File: config.mk
export PLATFORM = sky130hd
export DESIGN_NAME = audio_attenuator
export DESIGN_NICKNAME = d
export VERILOG_FILES = /design/src/rtl/audio_attenuator_pkg.sv /design/src/rtl/audio_attenuator_gain_rom.sv /design/src/rtl/audio_attenuator.sv
export SDC_FILE = /design/constraint.sdc
export NUM_CORES = 2
export LEC_CHECK = 0
export ABC_AREA = 1
export BUFFER_PORTS_ARGS = -buffer_cell sky130_fd_sc_hd__buf_4
export CORE_AREA = 2 2 252 254
export DETAILED_ROUTE_END_ITERATION = 6
export DIE_AREA = 0 0 254 256
export PLACE_DENSITY = 0.76
export SYNTH_ARGS = -nofsm -noshare
export SYNTH_HDL_FRONTEND = slang
export SYNTH_SLANG_ARGS = --single-unit
File: constraint.sdc
create_clock -name clk -period 16.67 [get_ports clk]
set_clock_uncertainty 0.1 [all_clocks]
set_input_delay 2.5005 -clock clk [delete_from_list [all_inputs] [get_ports clk]]
set_output_delay 2.5005 -clock clk [all_outputs]
set_load 0.01 [all_outputs]
File: src/rtl/audio_attenuator_pkg.sv
// Shared types and helpers for the audio attenuator.
// Provides the gain/code matrix struct, the datapath state type, the
// Q1.15 saturation and ramp helpers, and the attenuation gain table builder.
package audio_attenuator_pkg;

  localparam logic [15:0] kGainUnity = 16'h8000;
  localparam logic [7:0]  kAttenMute = 8'h80;

  // Holds either four attenuation codes (zero-extended) or four Q1.15 gains.
  typedef struct packed {
    logic [15:0] ll;
    logic [15:0] lr;
    logic [15:0] rl;
    logic [15:0] rr;
  } atten_matrix_s;

  localparam atten_matrix_s kGainReset =
    '{ll: kGainUnity, lr: 16'h0000, rl: 16'h0000, rr: kGainUnity};

  typedef enum logic [2:0] {
    S_IDLE,
    S_MUL_LL,
    S_MUL_RL,
    S_MUL_LR,
    S_MUL_RR,
    S_OUT
  } dp_state_e;

  // Move cur toward tgt by at most step.
  function automatic logic [15:0] ramp_toward(input logic [15:0] cur,
                                               input logic [15:0] tgt,
                                               input logic [15:0] step);
    if (cur < tgt) return ((tgt - cur) > step) ? (cur + step) : tgt;
    else           return ((cur - tgt) > step) ? (cur - step) : tgt;
  endfunction

  // acc >>> 15 (floor), clamped to the signed 16-bit range.
  function automatic logic [15:0] saturate_q15(input logic signed [33:0] acc);
    logic signed [33:0] shifted;
    shifted = acc >>> 15;
    if (shifted > 34'sd32767)  return 16'h7FFF;
    if (shifted < -34'sd32768) return 16'h8000;
    return shifted[15:0];
  endfunction

  // round(32768 * 10^(-c/40)) for c = 0..127, in pure integer arithmetic.
  // The per-step ratio 10^(-1/40) is found in Q48 by bisection on r^40 = 0.1,
  // then gains are successive powers of it rounded to Q1.15.
  function automatic logic [127:0][15:0] build_gain_table();
    logic [127:0][15:0] table_q;
    logic [95:0] one, tenth, lo, hi, mid, pw;
    one   = 96'd1 << 48;
    tenth = one / 96'd10;
    lo    = '0;
    hi    = one;
    for (int unsigned it = 0; it < 48; it++) begin
      mid = (lo + hi) >> 1;
      pw  = one;
      for (int unsigned k = 0; k < 40; k++) pw = (pw * mid) >> 48;
      if (pw > tenth) hi = mid;
      else            lo = mid;
    end
    pw = one;
    for (int unsigned c = 0; c < 128; c++) begin
      table_q[c] = 16'((pw + (96'd1 << 32)) >> 33);
      pw = (pw * lo) >> 48;
    end
    return table_q;
  endfunction

endpackage

File: src/rtl/audio_attenuator_gain_rom.sv
// 128 x 16 attenuation gain ROM, registered read (1-cycle latency).
// Ports: clk - clock; i_addr - attenuation code 0..127;
//        o_data - Q1.15 gain for the code addressed on the previous cycle.
module audio_gain_rom
  import audio_attenuator_pkg::*;
(
  input  logic        clk,
  input  logic [6:0]  i_addr,
  output logic [15:0] o_data
);

  localparam logic [127:0][15:0] kGainTable = build_gain_table();

  always_ff @(posedge clk) begin
    o_data <= kGainTable[i_addr];
  end

endmodule

File: src/rtl/audio_attenuator.sv
// Stereo 2x2 attenuation matrix with ramped gains and a shared multiplier.
// Ports: clk/reset (sync, active-high); in_left/in_right/in_strobe - input
// sample pair; atten_ll/lr/rl/rr + atten_apply - new attenuation codes;
// mute - force all targets to 0; out_left/out_right/out_strobe - result pair;
// overrun - pulse when an input strobe is dropped while busy.
module audio_attenuator
  import audio_attenuator_pkg::*;
#(
  parameter int unsigned RAMP_STEP = 256
) (
  input  logic        clk,
  input  logic        reset,
  input  logic [15:0] in_left,
  input  logic [15:0] in_right,
  input  logic        in_strobe,
  input  logic [7:0]  atten_ll,
  input  logic [7:0]  atten_lr,
  input  logic [7:0]  atten_rl,
  input  logic [7:0]  atten_rr,
  input  logic        atten_apply,
  input  logic        mute,
  output logic [15:0] out_left,
  output logic [15:0] out_right,
  output logic        out_strobe,
  output logic        overrun
);

  localparam logic [15:0] kStep = 16'(RAMP_STEP);

  dp_state_e          r_state, w_state_nxt;
  logic signed [15:0] r_in_l, r_in_r;
  logic signed [33:0] r_acc_l, r_acc_r;
  atten_matrix_s      r_tgt, r_cur, r_codes, w_eff;

  logic               r_conv_busy, r_rd_valid, r_rd_mute;
  logic [1:0]         r_conv_idx, r_rd_idx;
  logic [15:0]        w_code, w_rom_data, w_rom_gain;

  logic signed [15:0] w_mul_a;
  logic [15:0]        w_mul_g;
  logic signed [32:0] w_product;
  logic signed [33:0] w_prod_ext;

  // ---------------- converter sequencer ----------------
  // The apply cycle addresses the ROM straight from the input code so the
  // ll lookup starts without waiting for the code latch.
  always_comb begin
    w_code = {8'h00, atten_ll};
    if (!atten_apply) begin
      unique case (r_conv_idx)
        2'd1:    w_code = r_codes.lr;
        2'd2:    w_code = r_codes.rl;
        2'd3:    w_code = r_codes.rr;
        default: w_code = r_codes.ll;
      endcase
    end
  end

  audio_gain_rom u_rom (
    .clk    (clk),
    .i_addr (w_code[6:0]),
    .o_data (w_rom_data)
  );

  assign w_rom_gain = r_rd_mute ? '0 : w_rom_data;

  always_ff @(posedge clk) begin
    if (reset) begin
      r_codes     <= '0;
      r_conv_busy <= 1'b0;
      r_conv_idx  <= '0;
      r_rd_valid  <= 1'b0;
      r_rd_idx    <= '0;
      r_rd_mute   <= 1'b0;
    end else begin
      r_rd_valid <= 1'b0;
      if (atten_apply) begin
        r_codes     <= '{ll: {8'h00, atten_ll}, lr: {8'h00, atten_lr},
                         rl: {8'h00, atten_rl}, rr: {8'h00, atten_rr}};
        r_conv_busy <= 1'b1;
        r_conv_idx  <= 2'd1;
        r_rd_valid  <= 1'b1;
        r_rd_idx    <= 2'd0;
        r_rd_mute   <= (w_code >= {8'h00, kAttenMute});
      end else if (r_conv_busy) begin
        r_rd_valid  <= 1'b1;
        r_rd_idx    <= r_conv_idx;
        r_rd_mute   <= (w_code >= {8'h00, kAttenMute});
        r_conv_idx  <= r_conv_idx + 2'd1;
        if (r_conv_idx == 2'd3) r_conv_busy <= 1'b0;
      end
    end
  end

  // ---------------- gains: targets and ramp ----------------
  assign w_eff = mute ? '0 : r_tgt;

  always_ff @(posedge clk) begin
    if (reset) begin
      r_tgt <= kGainReset;
      r_cur <= kGainReset;
    end else begin
      // A fresh apply discards the lookup still in flight from the old codes.
      if (r_rd_valid && !atten_apply) begin
        unique case (r_rd_idx)
          2'd0: r_tgt.ll <= w_rom_gain;
          2'd1: r_tgt.lr <= w_rom_gain;
          2'd2: r_tgt.rl <= w_rom_gain;
          2'd3: r_tgt.rr <= w_rom_gain;
        endcase
      end
      if (r_state == S_OUT) begin
        r_cur.ll <= ramp_toward(r_cur.ll, w_eff.ll, kStep);
        r_cur.lr <= ramp_toward(r_cur.lr, w_eff.lr, kStep);
        r_cur.rl <= ramp_toward(r_cur.rl, w_eff.rl, kStep);
        r_cur.rr <= ramp_toward(r_cur.rr, w_eff.rr, kStep);
      end
    end
  end

  // ---------------- datapath FSM ----------------
  always_ff @(posedge clk) begin
    if (reset) r_state <= S_IDLE;
    else       r_state <= w_state_nxt;
  end

  always_comb begin
    w_state_nxt = r_state;
    unique case (r_state)
      S_IDLE:   if (in_strobe) w_state_nxt = S_MUL_LL;
      S_MUL_LL: w_state_nxt = S_MUL_RL;
      S_MUL_RL: w_state_nxt = S_MUL_LR;
      S_MUL_LR: w_state_nxt = S_MUL_RR;
      S_MUL_RR: w_state_nxt = S_OUT;
      S_OUT:    w_state_nxt = S_IDLE;
      default:  w_state_nxt = S_IDLE;
    endcase
  end

  // Shared 16x17 signed multiplier; gains are unsigned, so zero-pad to 17 bits.
  always_comb begin
    w_mul_a = r_in_l;
    w_mul_g = r_cur.ll;
    unique case (r_state)
      S_MUL_RL: begin w_mul_a = r_in_r; w_mul_g = r_cur.rl; end
      S_MUL_LR: begin w_mul_a = r_in_l; w_mul_g = r_cur.lr; end
      S_MUL_RR: begin w_mul_a = r_in_r; w_mul_g = r_cur.rr; end
      default:  ;
    endcase
  end

  assign w_product  = w_mul_a * $signed({1'b0, w_mul_g});
  assign w_prod_ext = {w_product[32], w_product};

  always_ff @(posedge clk) begin
    if (reset) begin
      r_in_l     <= '0;
      r_in_r     <= '0;
      r_acc_l    <= '0;
      r_acc_r    <= '0;
      out_left   <= '0;
      out_right  <= '0;
      out_strobe <= 1'b0;
      overrun    <= 1'b0;
    end else begin
      out_strobe <= 1'b0;
      overrun    <= in_strobe && (r_state != S_IDLE);
      unique case (r_state)
        S_IDLE: if (in_strobe) begin
          r_in_l <= in_left;
          r_in_r <= in_right;
        end
        S_MUL_LL: r_acc_l <= w_prod_ext;
        S_MUL_RL: r_acc_l <= r_acc_l + w_prod_ext;
        S_MUL_LR: r_acc_r <= w_prod_ext;
        S_MUL_RR: r_acc_r <= r_acc_r + w_prod_ext;
        S_OUT: begin
          out_left   <= saturate_q15(r_acc_l);
          out_right  <= saturate_q15(r_acc_r);
          out_strobe <= 1'b1;
        end
        default: ;
      endcase
    end
  end

endmodule
==> impl_metrics.ini <==
[clocking]
ctsResizeCount = 0
post_cts_buffers = 0
htree_levels = 2
clock_latency_ns = 0.60
cts_made_buffers = 39
path_clk_slew_ns = 0.06
cts_tree = yes
cts.sinks = 320
root_buffer = clkbuf_16
cts.hold.buffers_added = 0
cts.path.max_buffers = 3

[layout]
instances_no_fill = 6746
nets = 6474
area_growth_pct = 7.61
final_area_mm2 = 0.0398
drive_gt1_share_pct = 5.87
fill_cells = 6051

[logic_synthesis]
synthesis.area_mm2 = 0.0370
synthCells = 5861
synthFlopType = dfxtp_1
synth_area_per_cell_um2 = 6.31
yosysTopAreaCellShare_pct = 17.3
yosysMostFrequentCell = nand2_1
ys_warn_count = 0
ys_seq_area_share_pct = 17.3
synth.area.top_cells = dfxtp_1 (17%), nand2_1 (16%), ha_1 (12%)
synth_top_cells_by_count = nand2_1 (1,538), inv_1 (929), nor2_1 (613)
ys_ff_latch = 320
synth_cell_types = 58
yosys.area.top_type = dfxtp_1
async_flop_share_pct = 0
synth-edff-count = 0
synthesis.nets = 6470

[place]
place_area_mm2 = 0.0384
portBuffers = 102
gp_congestion = 1.02
dpl.cell_count = 6670
dp_hpwl_mm = 96.9

[power]
ir_drop_uv = 121
cellPowerDensity_mw_per_mm2 = 133
p_leak_nw = 21.0
p_total_mw = 5.30

[global_route]
grt_pass1_wl_mm = 194
grt_use_total_pct = 37.6
antenna_found_initial = 8
grt_pass1_vias = 35918
grt_overflow = 0
grt_max_degree = 146

[sta]
hold_viol_final = 0
setup-tns-final_ns = 0
slew_viol_final = 0
tightest_slew_ns = 1.11
post-route-period-util_pct = 66.5
setup_viol = 0
rsz0062_at_grt = no
fmax_mhz = 90.3
maxSlewHeadroom_pct = 25.8
finalCriticalPeriod_ns = 11.08

[min_path]
min_to = r_in_l[2]
hold_path_startpoint = r_in_l[2]
min_path_type = flip-flop to flip-flop
min_path_cells = 2

[floorplanning]
ios = 103
start_util_pct = 59.3
die_h_um = 256
rows = 92
die-area_mm2 = 0.0650
die_w_um = 254
core_region_area_mm2 = 0.0624

[worst_setup_path]
rrSetupSlack_ns = 5.59
crit_type = flip-flop to flip-flop
cp-end-kind = flip-flop
cp-start-kind = flip-flop
crit_buf_inv = 12
cp_top_family = adder cells
crit_arrival_ns = 11.45
cpPeakStageDelay_ns = 0.61
path_max_fanout = 32
rr_startpoint = r_state[2]
r2r-end = r_acc_l[28]
cp_slowest_cell = xor2_1
cp.required_ns = 17.04
reg2reg_depth = 41

[routing]
viasPerCell = 5.66
wire_per_inst_um = 18.2
drt-initial-drc-count = 3844
drtAntennaViolNets = 0
dr.pass1.iters = 7
post-route-drc-count = 0
vias = 38153
wl_mm = 123

[run]
drv_cap = 0

[status]
status = completed
-- cells by family (layout without fill, tap and decap cells) --
logic type / count (synthesis) / count (layout) / share of synthesized area (%)
flip-flops: 320 / 320 / 17.3
other: 0 / 6 / 0
adder cells (fa/ha/maj): 540 / 540 / 22.3
XOR/XNOR: 108 / 108 / 2.56
AO/OA/AOI/OAI: 975 / 975 / 14.5
AND/OR/NAND/NOR: 2774 / 2774 / 31.4
buffers and inverters: 1144 / 1177 / 11.9
-- how the worst max path moves through the flow --
stage / cells after the start / end / start / slack [ns]
after floorplan: 40 / r_acc_l[28] / r_state[0] / 8.48
after global placement: 41 / r_acc_l[28] / r_state[2] / 5.94
after detailed placement: 41 / r_acc_l[28] / r_state[2] / 5.80
after CTS: 41 / r_acc_l[28] / r_state[2] / 5.75
after global routing: 41 / r_acc_r[33] / r_state[2] / 5.00
final: 41 / r_acc_l[28] / r_state[2] / 5.59
-- per-stage QoR --
step	hold slack [ns]	setup slack (ns)	utilization (%)
floorplan	0.325	8.48	-
detailed placement	0.343	5.80	61.5
global placement	0.337	5.94	61.5
global route	0.371	5.00	63.8
finish	0.350	5.59	63.8
CTS	0.352	5.75	63.8
-- layout by cell type, fill, tap and decap left out, types with 7 or more instances in the layout --
master / count
a211oi_1: 15
a21o_1: 18
a21oi_1: 416
a31oi_1: 31
and2_1: 10
buf_4: 140
bufinv_16: 8
clkbuf_16: 39
clkinv_1: 12
dfxtp_1: 320
fa_1: 200
ha_1: 340
inv_1: 927
inv_2: 27
nand2_1: 1538
nand2_2: 14
nand3_1: 374
nand3_2: 7
nand3b_1: 11
nand4_1: 68
nor2_1: 612
nor2_2: 31
nor2_4: 10
nor3_1: 54
nor3_2: 8
o2111ai_1: 18
o211ai_1: 20
o21a_1: 7
o21ai_0: 361
o21ai_1: 18
o21ai_2: 12
o21bai_1: 19
o22ai_1: 12
or2_2: 17
xnor2_1: 11
xor2_1: 97
-- flip-flops by register name, indices dropped and copies added (netlist names) --
signal        count
r_acc_r          34
r_cur            64
out_left         16
r_state           3
out_strobe        1
r_rd_idx          2
r_conv_busy       1
r_acc_l          34
u_rom.o_data     16
r_rd_valid        1
r_in_l           16
r_tgt            64
r_in_r           16
out_right        16
overrun           1
r_conv_idx        2
r_rd_mute         1
r_codes          32
-- cell type report --
type	count	area (um2)	area share, %
Timing Repair Buffer	140	1050	2.64
Tap cell	846	1060	2.66
Antenna cell	6	15.0	0.0377
Sequential cell	320	6410	16.1
Clock inverter	21	367	0.921
Inverter	967	3630	9.13
Clock buffer	49	1050	2.65
Multi-Input combinational cell	4397	26200	65.9
-- worst register-to-register path, delay by kind of cell, from the launching register on --
family | cells | cell delay (ns)
xor gates and xnor gates | 1 | 0.61
buffers and inverters | 12 | 2.42
DFF | 1 | 0.47
AOI/OAI and AO/OA | 11 | 2.42
and+or+nand+nor | 9 | 1.15
adders and majority gates | 8 | 3.77
-- report_power, final --
group          internal [mW]  switching [mW]
Sequential             0.841          0.0601
Combinational           1.07            2.38
Clock                  0.578           0.369
Total                   2.49            2.81
-- routing by layer --
metal,vias up,wire [um],GRT usage [%]
li1,18635,-,-
met1,17587,53000,51.1
met2,1623,53600,58.6
met3,302,10400,6.56
met4,6,5630,16.0
met5,-,42,0
(Power assumes the default switching activity.)
